--- src/rtl/vc_arbiter_pkg.sv ---
`default_nettype none
// +----------------------------------------------------------------------------+
// | vc_arbiter_pkg                                                             |
// | Shared encodings for the VC arbiter and the VC FIFO top.                   |
// | Revision: 1.0                                                              |
// +----------------------------------------------------------------------------+
package vc_arbiter_pkg;

  localparam int STATE_W = 1;

  localparam logic [STATE_W-1:0] ST_INIT = 1'b0;
  localparam logic [STATE_W-1:0] ST_ARB  = 1'b1;

  localparam logic VC_SEL0 = 1'b0;
  localparam logic VC_SEL1 = 1'b1;

  localparam logic DEST_D0 = 1'b0;
  localparam logic DEST_D1 = 1'b1;

endpackage
`default_nettype wire

--- src/rtl/vc_route_stage.sv ---
`default_nettype none
// +----------------------------------------------------------------------------+
// | vc_route_stage                                                             |
// | Captures the pop, selects the VC word and registers it into D0 or D1.      |
// | Revision: 1.0                                                              |
// +----------------------------------------------------------------------------+
module vc_route_stage #(
  parameter int BW       = 6,
  parameter int DEST_BIT = 4
) (
  input  logic          clk,
  input  logic          reset,
  input  logic          vc0_rd,
  input  logic          vc1_rd,
  input  logic [BW-1:0] vc0_data,
  input  logic [BW-1:0] vc1_data,
  output logic          rd_q,
  output logic          d0_push,
  output logic          d1_push,
  output logic [BW-1:0] d0_data,
  output logic [BW-1:0] d1_data
);
  import vc_arbiter_pkg::*;

  logic          r_rd_q;
  logic          r_sel_q;
  logic          r_d0_push;
  logic          r_d1_push;
  logic [BW-1:0] r_d0_data;
  logic [BW-1:0] r_d1_data;
  logic [BW-1:0] w_word;
  logic          w_dest;

  always_ff @(posedge clk) begin
    if (reset) begin
      r_rd_q  <= 1'b0;
      r_sel_q <= VC_SEL0;
    end else begin
      r_rd_q  <= vc0_rd | vc1_rd;
      r_sel_q <= vc1_rd ? VC_SEL1 : VC_SEL0;
    end
  end

  // FIFO data is valid one cycle after the pop, so routing uses the delayed select.
  always_comb begin
    w_word = (r_sel_q == VC_SEL1) ? vc1_data : vc0_data;
    w_dest = w_word[DEST_BIT];
  end

  always_ff @(posedge clk) begin
    if (reset) begin
      r_d0_push <= 1'b0;
      r_d1_push <= 1'b0;
      r_d0_data <= '0;
      r_d1_data <= '0;
    end else begin
      r_d0_push <= r_rd_q & (w_dest == DEST_D0);
      r_d1_push <= r_rd_q & (w_dest == DEST_D1);
      if (r_rd_q && (w_dest == DEST_D0)) begin
        r_d0_data <= w_word;
      end
      if (r_rd_q && (w_dest == DEST_D1)) begin
        r_d1_data <= w_word;
      end
    end
  end

  assign rd_q    = r_rd_q;
  assign d0_push = r_d0_push;
  assign d1_push = r_d1_push;
  assign d0_data = r_d0_data;
  assign d1_data = r_d1_data;

endmodule
`default_nettype wire

--- src/rtl/vc_arbiter.sv ---
`default_nettype none
// +----------------------------------------------------------------------------+
// | vc_arbiter                                                                 |
// | Strict-priority VC0/VC1 arbiter with starvation guard, routes to D0/D1.    |
// | Revision: 1.0                                                              |
// +----------------------------------------------------------------------------+
module vc_arbiter #(
  parameter int BW       = 6,
  parameter int DEST_BIT = 4,
  parameter int WEIGHT   = 4
) (
  input  logic          clk,
  input  logic          reset,
  input  logic          vc0_empty,
  input  logic          vc1_empty,
  input  logic [BW-1:0] vc0_data,
  input  logic [BW-1:0] vc1_data,
  input  logic          d0_almost_full,
  input  logic          d1_almost_full,
  output logic          vc0_rd,
  output logic          vc1_rd,
  output logic          d0_push,
  output logic          d1_push,
  output logic [BW-1:0] d0_data,
  output logic [BW-1:0] d1_data,
  output logic          idle
);
  import vc_arbiter_pkg::*;

  localparam int                 c_cnt_w  = $clog2(WEIGHT + 1);
  localparam logic [c_cnt_w-1:0] c_weight = c_cnt_w'(WEIGHT);

  logic [STATE_W-1:0] r_state;
  logic [STATE_W-1:0] w_state_nxt;
  logic [c_cnt_w-1:0] r_cnt;
  logic [c_cnt_w-1:0] w_cnt_nxt;
  logic               r_vc0_rd;
  logic               r_vc1_rd;
  logic               w_gnt0;
  logic               w_gnt1;
  logic               w_arb_en;
  logic               w_stall;
  logic               w_rd_q;
  logic               w_idle;

  always_ff @(posedge clk) begin
    if (reset) begin
      r_state <= ST_INIT;
    end else begin
      r_state <= w_state_nxt;
    end
  end

  always_comb begin
    w_state_nxt = r_state;
    case (r_state)
      ST_INIT: w_state_nxt = ST_ARB;
      ST_ARB:  w_state_nxt = ST_ARB;
      default: w_state_nxt = ST_INIT;
    endcase
  end

  always_comb begin
    w_arb_en = (r_state == ST_ARB);
    w_idle   = w_arb_en & ~w_rd_q & ~r_vc0_rd & ~r_vc1_rd & vc0_empty & vc1_empty;
  end

  // Destination is unknown before the read, so either almost-full stalls all pops.
  assign w_stall = d0_almost_full | d1_almost_full;

  always_comb begin
    w_gnt0    = 1'b0;
    w_gnt1    = 1'b0;
    w_cnt_nxt = r_cnt;
    if (w_arb_en && !w_stall) begin
      if (!vc0_empty && (vc1_empty || (r_cnt < c_weight))) begin
        w_gnt0 = 1'b1;
        if (!vc1_empty) begin
          w_cnt_nxt = (r_cnt == c_weight) ? r_cnt : r_cnt + 1'b1;
        end else begin
          w_cnt_nxt = '0;
        end
      end else if (!vc1_empty) begin
        w_gnt1    = 1'b1;
        w_cnt_nxt = '0;
      end
    end
  end

  always_ff @(posedge clk) begin
    if (reset) begin
      r_vc0_rd <= 1'b0;
      r_vc1_rd <= 1'b0;
      r_cnt    <= '0;
    end else begin
      r_vc0_rd <= w_gnt0;
      r_vc1_rd <= w_gnt1;
      r_cnt    <= w_cnt_nxt;
    end
  end

  vc_route_stage #(
    .BW       (BW),
    .DEST_BIT (DEST_BIT)
  ) u_route (
    .clk      (clk),
    .reset    (reset),
    .vc0_rd   (r_vc0_rd),
    .vc1_rd   (r_vc1_rd),
    .vc0_data (vc0_data),
    .vc1_data (vc1_data),
    .rd_q     (w_rd_q),
    .d0_push  (d0_push),
    .d1_push  (d1_push),
    .d0_data  (d0_data),
    .d1_data  (d1_data)
  );

  assign vc0_rd = r_vc0_rd;
  assign vc1_rd = r_vc1_rd;
  assign idle   = w_idle;

endmodule
`default_nettype wire
--- config.mk ---
export PLATFORM = sky130hd
export DESIGN_NAME = vc_arbiter
export DESIGN_NICKNAME = d
export VERILOG_FILES = /design/src/rtl/vc_arbiter_pkg.sv /design/src/rtl/vc_route_stage.sv /design/src/rtl/vc_arbiter.sv
export SDC_FILE = /design/constraint.sdc
export NUM_CORES = 1
export LEC_CHECK = 0
export ABC_AREA = 1
export BUFFER_PORTS_ARGS = -buffer_cell sky130_fd_sc_hd__buf_2
export CAP_MARGIN = 30
export CORE_UTILIZATION = 40
export DETAILED_ROUTE_END_ITERATION = 8
export PLACE_DENSITY_LB_ADDON = 0.05
export RECOVER_POWER = 100
export SKIP_LAST_GASP = 1
export SLEW_MARGIN = 20
export SYNTH_ARGS = -nofsm -noshare
export SYNTH_HDL_FRONTEND = slang
export SYNTH_SLANG_ARGS = --single-unit
--- constraint.sdc ---
create_clock -name clk -period 1.3 [get_ports clk]
set_input_delay 0.13 -clock clk [delete_from_list [all_inputs] [get_ports clk]]
set_output_delay 0.13 -clock clk [all_outputs]
set_load 0.03 [all_outputs]
# Yosys cells after proc, flatten, opt, wreduce, memory -nomap -nowiden
# Index checks and enable logic that the tools add are counted.
dict set report op_classes {
  addsub 1
  mux 9
  eq_ne 3
  order_cmp 1
  n_bitwise 14
  reduce_logical 10
}
# operator n
set op_table {}
lappend op_table {{$mux 3} 4}
lappend op_table {{$and 1x1->1} 7}
lappend op_table {{$mux 6} 1}
lappend op_table {{$not 1->1} 5}
lappend op_table {{$logic_and 1x1->1} 4}
lappend op_table {{$mux 1} 4}
lappend op_table {{$add 3x1->3 const B} 1}
lappend op_table {{$eq 3x3->1 const B} 1}
lappend op_table {{$lt 3x3->1 const B} 1}
lappend op_table {{$ne 3x3->1 const B} 1}
lappend op_table {{$reduce_and 3->1} 1}
lappend op_table {{$reduce_or 3->1} 1}
lappend op_table {{$logic_not 1->1} 2}
lappend op_table {{$ne 2x1->1 const B} 1}
lappend op_table {{$or 1x1->1} 2}
lappend op_table {{$reduce_or 2->1} 1}
lappend op_table {{$logic_or 1x1->1} 1}
dict set report word_totals {
  out_inout_bits 17
  in_bits 18
  register_bits 22
}

# Logic depth before layout (Yosys ltp)
dict set report logic_depth {
  depth_word 6
  depth_mapped 8
}

# By module
# Synthesis repeated with hierarchy kept, for this count alone.
dict set report unflattened {
  hier_cells 160
  area_unflattened_um2 1084.8
}
# module area_each_um2 cells_per_inst instances
set modules_own_cells {}
lappend modules_own_cells {vc_route_stage 785.8 117 1}
lappend modules_own_cells {vc_arbiter 299.0 43 1}

# Worst setup path after synthesis
# Ideal clock, no wire load.
dict set report synth_timing {
  path_type {register -> output}
  startpoint {register u_route.r_rd_q, in the netlist u_route.rd_q}
  endpoint {output port idle}
  required_time_ns 1.170
  arrival_ns 1.081
  stages_incl_launch_ff 4
  slack_ns 0.089
  cell_sequence {dfxtp_1 > buf_2 > nand3b_1 > nor2_1}
}
dict set report synth_via {
  elab_chain_cells 6
}
# element line
set synth_lines {}
lappend synth_lines {{start: declaration} vc_route_stage.sv:25} ;# logic r_rd_q;
lappend synth_lines {{start signal: assignment} vc_route_stage.sv:39} ;# r_rd_q <= vc0_rd | vc1_rd;
lappend synth_lines {{$not 1->1} vc_arbiter.sv:65} ;# w_idle = w_arb_en & ~w_rd_q & ~r_vc0_rd & ~r_vc1_rd & vc0_empty & vc1_empty;
lappend synth_lines {{$and 1x1->1 (5 in series)} vc_arbiter.sv:65}
lappend synth_lines {{end: declaration} vc_arbiter.sv:26} ;# output logic idle
# Every way passes these cells.

# Final worst setup path
dict set report layout_timing {
  startpoint {register r_vc0_rd, in the netlist vc0_rd}
  endpoint {output port idle}
}
dict set report layout_via {
  elab_chain_cells 5
}
# element line
set layout_lines {}
lappend layout_lines {{start: declaration} vc_arbiter.sv:37} ;# logic r_vc0_rd;
lappend layout_lines {{start signal: assignment} vc_arbiter.sv:96} ;# r_vc0_rd <= w_gnt0;
lappend layout_lines {{$not 1->1} vc_arbiter.sv:65}
lappend layout_lines {{$and 1x1->1 (4 in series)} vc_arbiter.sv:65}
# Every way passes these cells.

==> key figures <==
Worst setup path
  – Sort of element at the start of the critical path: register
  – Flop2flop setup slack: 0.21 ns
  – Type of destination of the critical path: output pin
  – Largest fanout on the critical path: 2
  – Critical path required time: 1.17 ns
  – Path depth of the worst reg2reg path: 7
  – R2R Path End: u_route.d1_data[5]$_SDFFE_PP0P_
  – CP Class: reg2out
  – Arrival time at the worst endpoint: 1.12 ns
  – Worst reg2reg startpoint: u_route.r_sel_q$_SDFF_PP0_

Routing
  – Detailed-route vias per instance: 4.56
  – Number of detailed-routing iterations run before antenna repair: 4
  – Number of nets with antenna violations after detailed routing: 0
  – First-iteration detailed-routing DRC count: 15
  – Number of vias in the routed layout: 1004
  – Wire length per cell: 9.98 µm
  – Total length of routed wires: 2200 µm
  – DRC violations left: 0

GRT
  – Overall routing resource usage: 18.1%
  – Maximum number of pins on one net before global-route repair: 16
  – Met2 usage in global routing: 32.3%
  – Top Usage Layer GRT: met2
  – Wire length of the first global-routing pass: 3730 µm
  – Routing usage on met3: 3.67%
  – Antenna violations before repair: 0
  – Number of global-route vias before repair: 932
  – Overall overflow remaining after global route: 0
  – Met1 routing resource usage after global routing: 19.8%

Floorplan
  – Die Y: 54.2 µm
  – Number of placed I/O pins: 35
  – Width of the die: 54.2 µm
  – Floorplan die area: 2940 µm²
  – Starting density of the core: 43.2%
  – Standard cell core area: 2520 µm²
  – Number of placement rows: 18

Layout
  – Leading cell type in the layout, fill and taps excluded: sky130_fd_sc_hd__buf_2
  – Number of nets in the layout: 211
  – Most frequent cells in the layout: 32 x sky130_fd_sc_hd__buf_2, 31 x sky130_fd_sc_hd__nor2_1, 30 x sky130_fd_sc_hd__inv_1
  – Area growth from synthesis to final layout: 21.1%
  – Number of diodes added for antenna fixing: 0
  – Fraction of final layout cells with drive strength greater than 1: 29.5%
  – Layout fillers: 268
  – End-of-flow core utilization: 52.3%

Placement
  – Post-detailed-placement half-perimeter wirelength: 1700 µm
  – I/O Buffers: 34
  – Final GP Congestion: 0.761

Synthesis
  – Total number of yosys warnings: 0
  – Post-synthesis sequential element count: 22
  – Number of standard cells after synthesis: 154
  – Distinct cell type count of the synthesized netlist: 18
  – Sequential element share of the synthesized area: 40.4%
  – Cell area after synthesis: 1090 µm²
  – Nets in the synthesized netlist: 174
  – Mapped Avg Cell Area: 7.08 µm²

CTS
  – Clock Path Buffers: 2
  – Buffers inserted by post-CTS timing repair: 0
  – Post-CTS Hold Buffers: 0
  – Root buffer cell: sky130_fd_sc_hd__clkbuf_4
  – Insertion delay of the later-clocked pin in the worst-skew pair: 0.31 ns
  – Number of buffers inserted during clock tree synthesis: 3
  – Clock tree from TritonCTS: yes
  – CTS sink count: 22
  – Clock slew at reported path FFs: 0.13 ns
  – H-tree levels: 1

Timing
  – Final period demand of the worst path: 1.25 ns
  – Slew @ Worst Pin: 0.307 ns
  – Count of final setup violators: 0
  – Worst-case clock skew: 0.00742 ns
  – Total negative setup slack: 0 ns
  – Fraction of the cycle the final worst path needs: 96.0%
  – Headroom to the max-slew limit: 79.5%
  – Highest clock rate: 801 MHz
  – Hold Violations, Final: 0
  – Number of slew-limit violations in the final report: 0
  – Setup repair after global routing missed its margin: true

Outcome
  – Outcome: finished clean

Worst hold path
  – Start point of the worst min-delay path: vc1_empty
  – Hold-critical path endpoint: vc1_rd$_SDFF_PP0_
  – Cell depth of the worst hold path: 2
  – Kind of path behind the tightest hold check: in2reg

Flow run
  – Max-cap violations: 0

Power
  – Max VDD drop: 0.672 mV
  – Power density of the placed cells: 916 nW/µm²
  – Static leakage: 0.718 nW
==> per-layer routing <==
metal / part of all wire [%] / vias up
met5: 0 / -
li1: - / 535
met3: 4.1 / 4
met4: 2.1 / 0
met1: 44 / 442
met2: 49 / 23
==> cell type report <==
class	count	area (µm²)	share of cell area [%]
Sequential cell	22	443	33.6
Multi-Input combinational cell	95	483	36.6
Inverter	31	119	9.00
Tap cell	30	37.5	2.84
Timing Repair Buffer	38	201	15.3
Clock buffer	4	36.3	2.75
==> through the flow <==
step,power (mW),hold slack [ns],area (µm²),worst slack (ns),instances
final,1.21,0.00984,1320,0.0520,220
after detailed placement,0.847,0.353,1270,0.230,216
after global placement,0.844,0.350,1270,0.259,216
after floorplan,0.795,0.199,1090,0.0888,154
after global routing,1.27,0.00925,1320,-0.0152,220
after CTS,1.23,0.00651,1310,0.0205,220
==> logic make-up (layout without fill, tap and decap cells) <==
logic type	Yosys count	count (layout)	share of synthesized area [%]
AND/OR/NAND/NOR	74	74	32.6
buffers and inverters	37	73	16.0
flip-flops	22	22	40.4
AO/OA/AOI/OAI	19	19	8.73
adder cells (fa/ha/maj)	2	2	2.30
==> power by group <==
group | internal [mW] | leakage, nW | switching, mW | total [mW]
clock | 0.171 | 0.0210 | 0.206 | 0.377
combinational | 0.0541 | 0.518 | 0.0860 | 0.140
sequential | 0.685 | 0.179 | 0.00732 | 0.692
==> synthesized netlist by cell type <==
library cell	count	share of area [%]
sky130_fd_sc_hd__nand2_2	4	2.3
sky130_fd_sc_hd__inv_1	30	10
sky130_fd_sc_hd__o21ai_1	6	2.8
sky130_fd_sc_hd__a21oi_1	8	3.7
sky130_fd_sc_hd__o21ai_0	5	2.3
sky130_fd_sc_hd__inv_4	1	0.57
sky130_fd_sc_hd__ha_1	2	2.3
sky130_fd_sc_hd__nand3_2	4	3.7
sky130_fd_sc_hd__dfxtp_1	22	40
sky130_fd_sc_hd__nand2_1	22	7.6
sky130_fd_sc_hd__buf_2	2	0.92
sky130_fd_sc_hd__nor3_1	2	0.92
sky130_fd_sc_hd__buf_6	4	4.1
sky130_fd_sc_hd__nor2_1	32	11
sky130_fd_sc_hd__nand3b_1	1	0.69
sky130_fd_sc_hd__nand2_4	2	2.1
sky130_fd_sc_hd__nand3_1	6	2.8
sky130_fd_sc_hd__nand3_4	1	1.6
==> worst max-delay path, stage by stage (launching register included) <==
cell and delay (ns):
sky130_fd_sc_hd__dfxtp_2 0.36, sky130_fd_sc_hd__nor2_4 0.11, sky130_fd_sc_hd__nand3b_1 0.09, sky130_fd_sc_hd__nor2_1 0.09, sky130_fd_sc_hd__buf_4 0.16
==> sequential cells by signal (all words and copies together) (netlist names) <==
signal,cells
u_route.d0_push,1
r_cnt,3
u_route.d0_data,6
vc1_rd,1
u_route.rd_q,1
r_state,1
vc0_rd,1
u_route.r_sel_q,1
u_route.d1_push,1
u_route.d1_data,6
==> worst max-delay path by stage <==
stage                               startpoint                              end  cells past startpoint
floorplan              u_route.rd_q$_SDFF_PP0_                             idle                      3
global placement    u_route.r_sel_q$_SDFF_PP0_  u_route.d1_data[2]$_SDFFE_PP0P_                      7
detailed placement  u_route.r_sel_q$_SDFF_PP0_  u_route.d1_data[5]$_SDFFE_PP0P_                      7
CTS                          vc0_rd$_SDFF_PP0_                             idle                      4
global route                 vc0_rd$_SDFF_PP0_                             idle                      4
finish                       vc0_rd$_SDFF_PP0_                             idle                      4
==> what timing repair did <==
action                                  4_1_cts  5_1_grt
pin swaps                                     0        0
endpoints found under the setup margin        1        1
resized for setup                             2        3
Note: power is estimated with default switching activity, not from simulation.
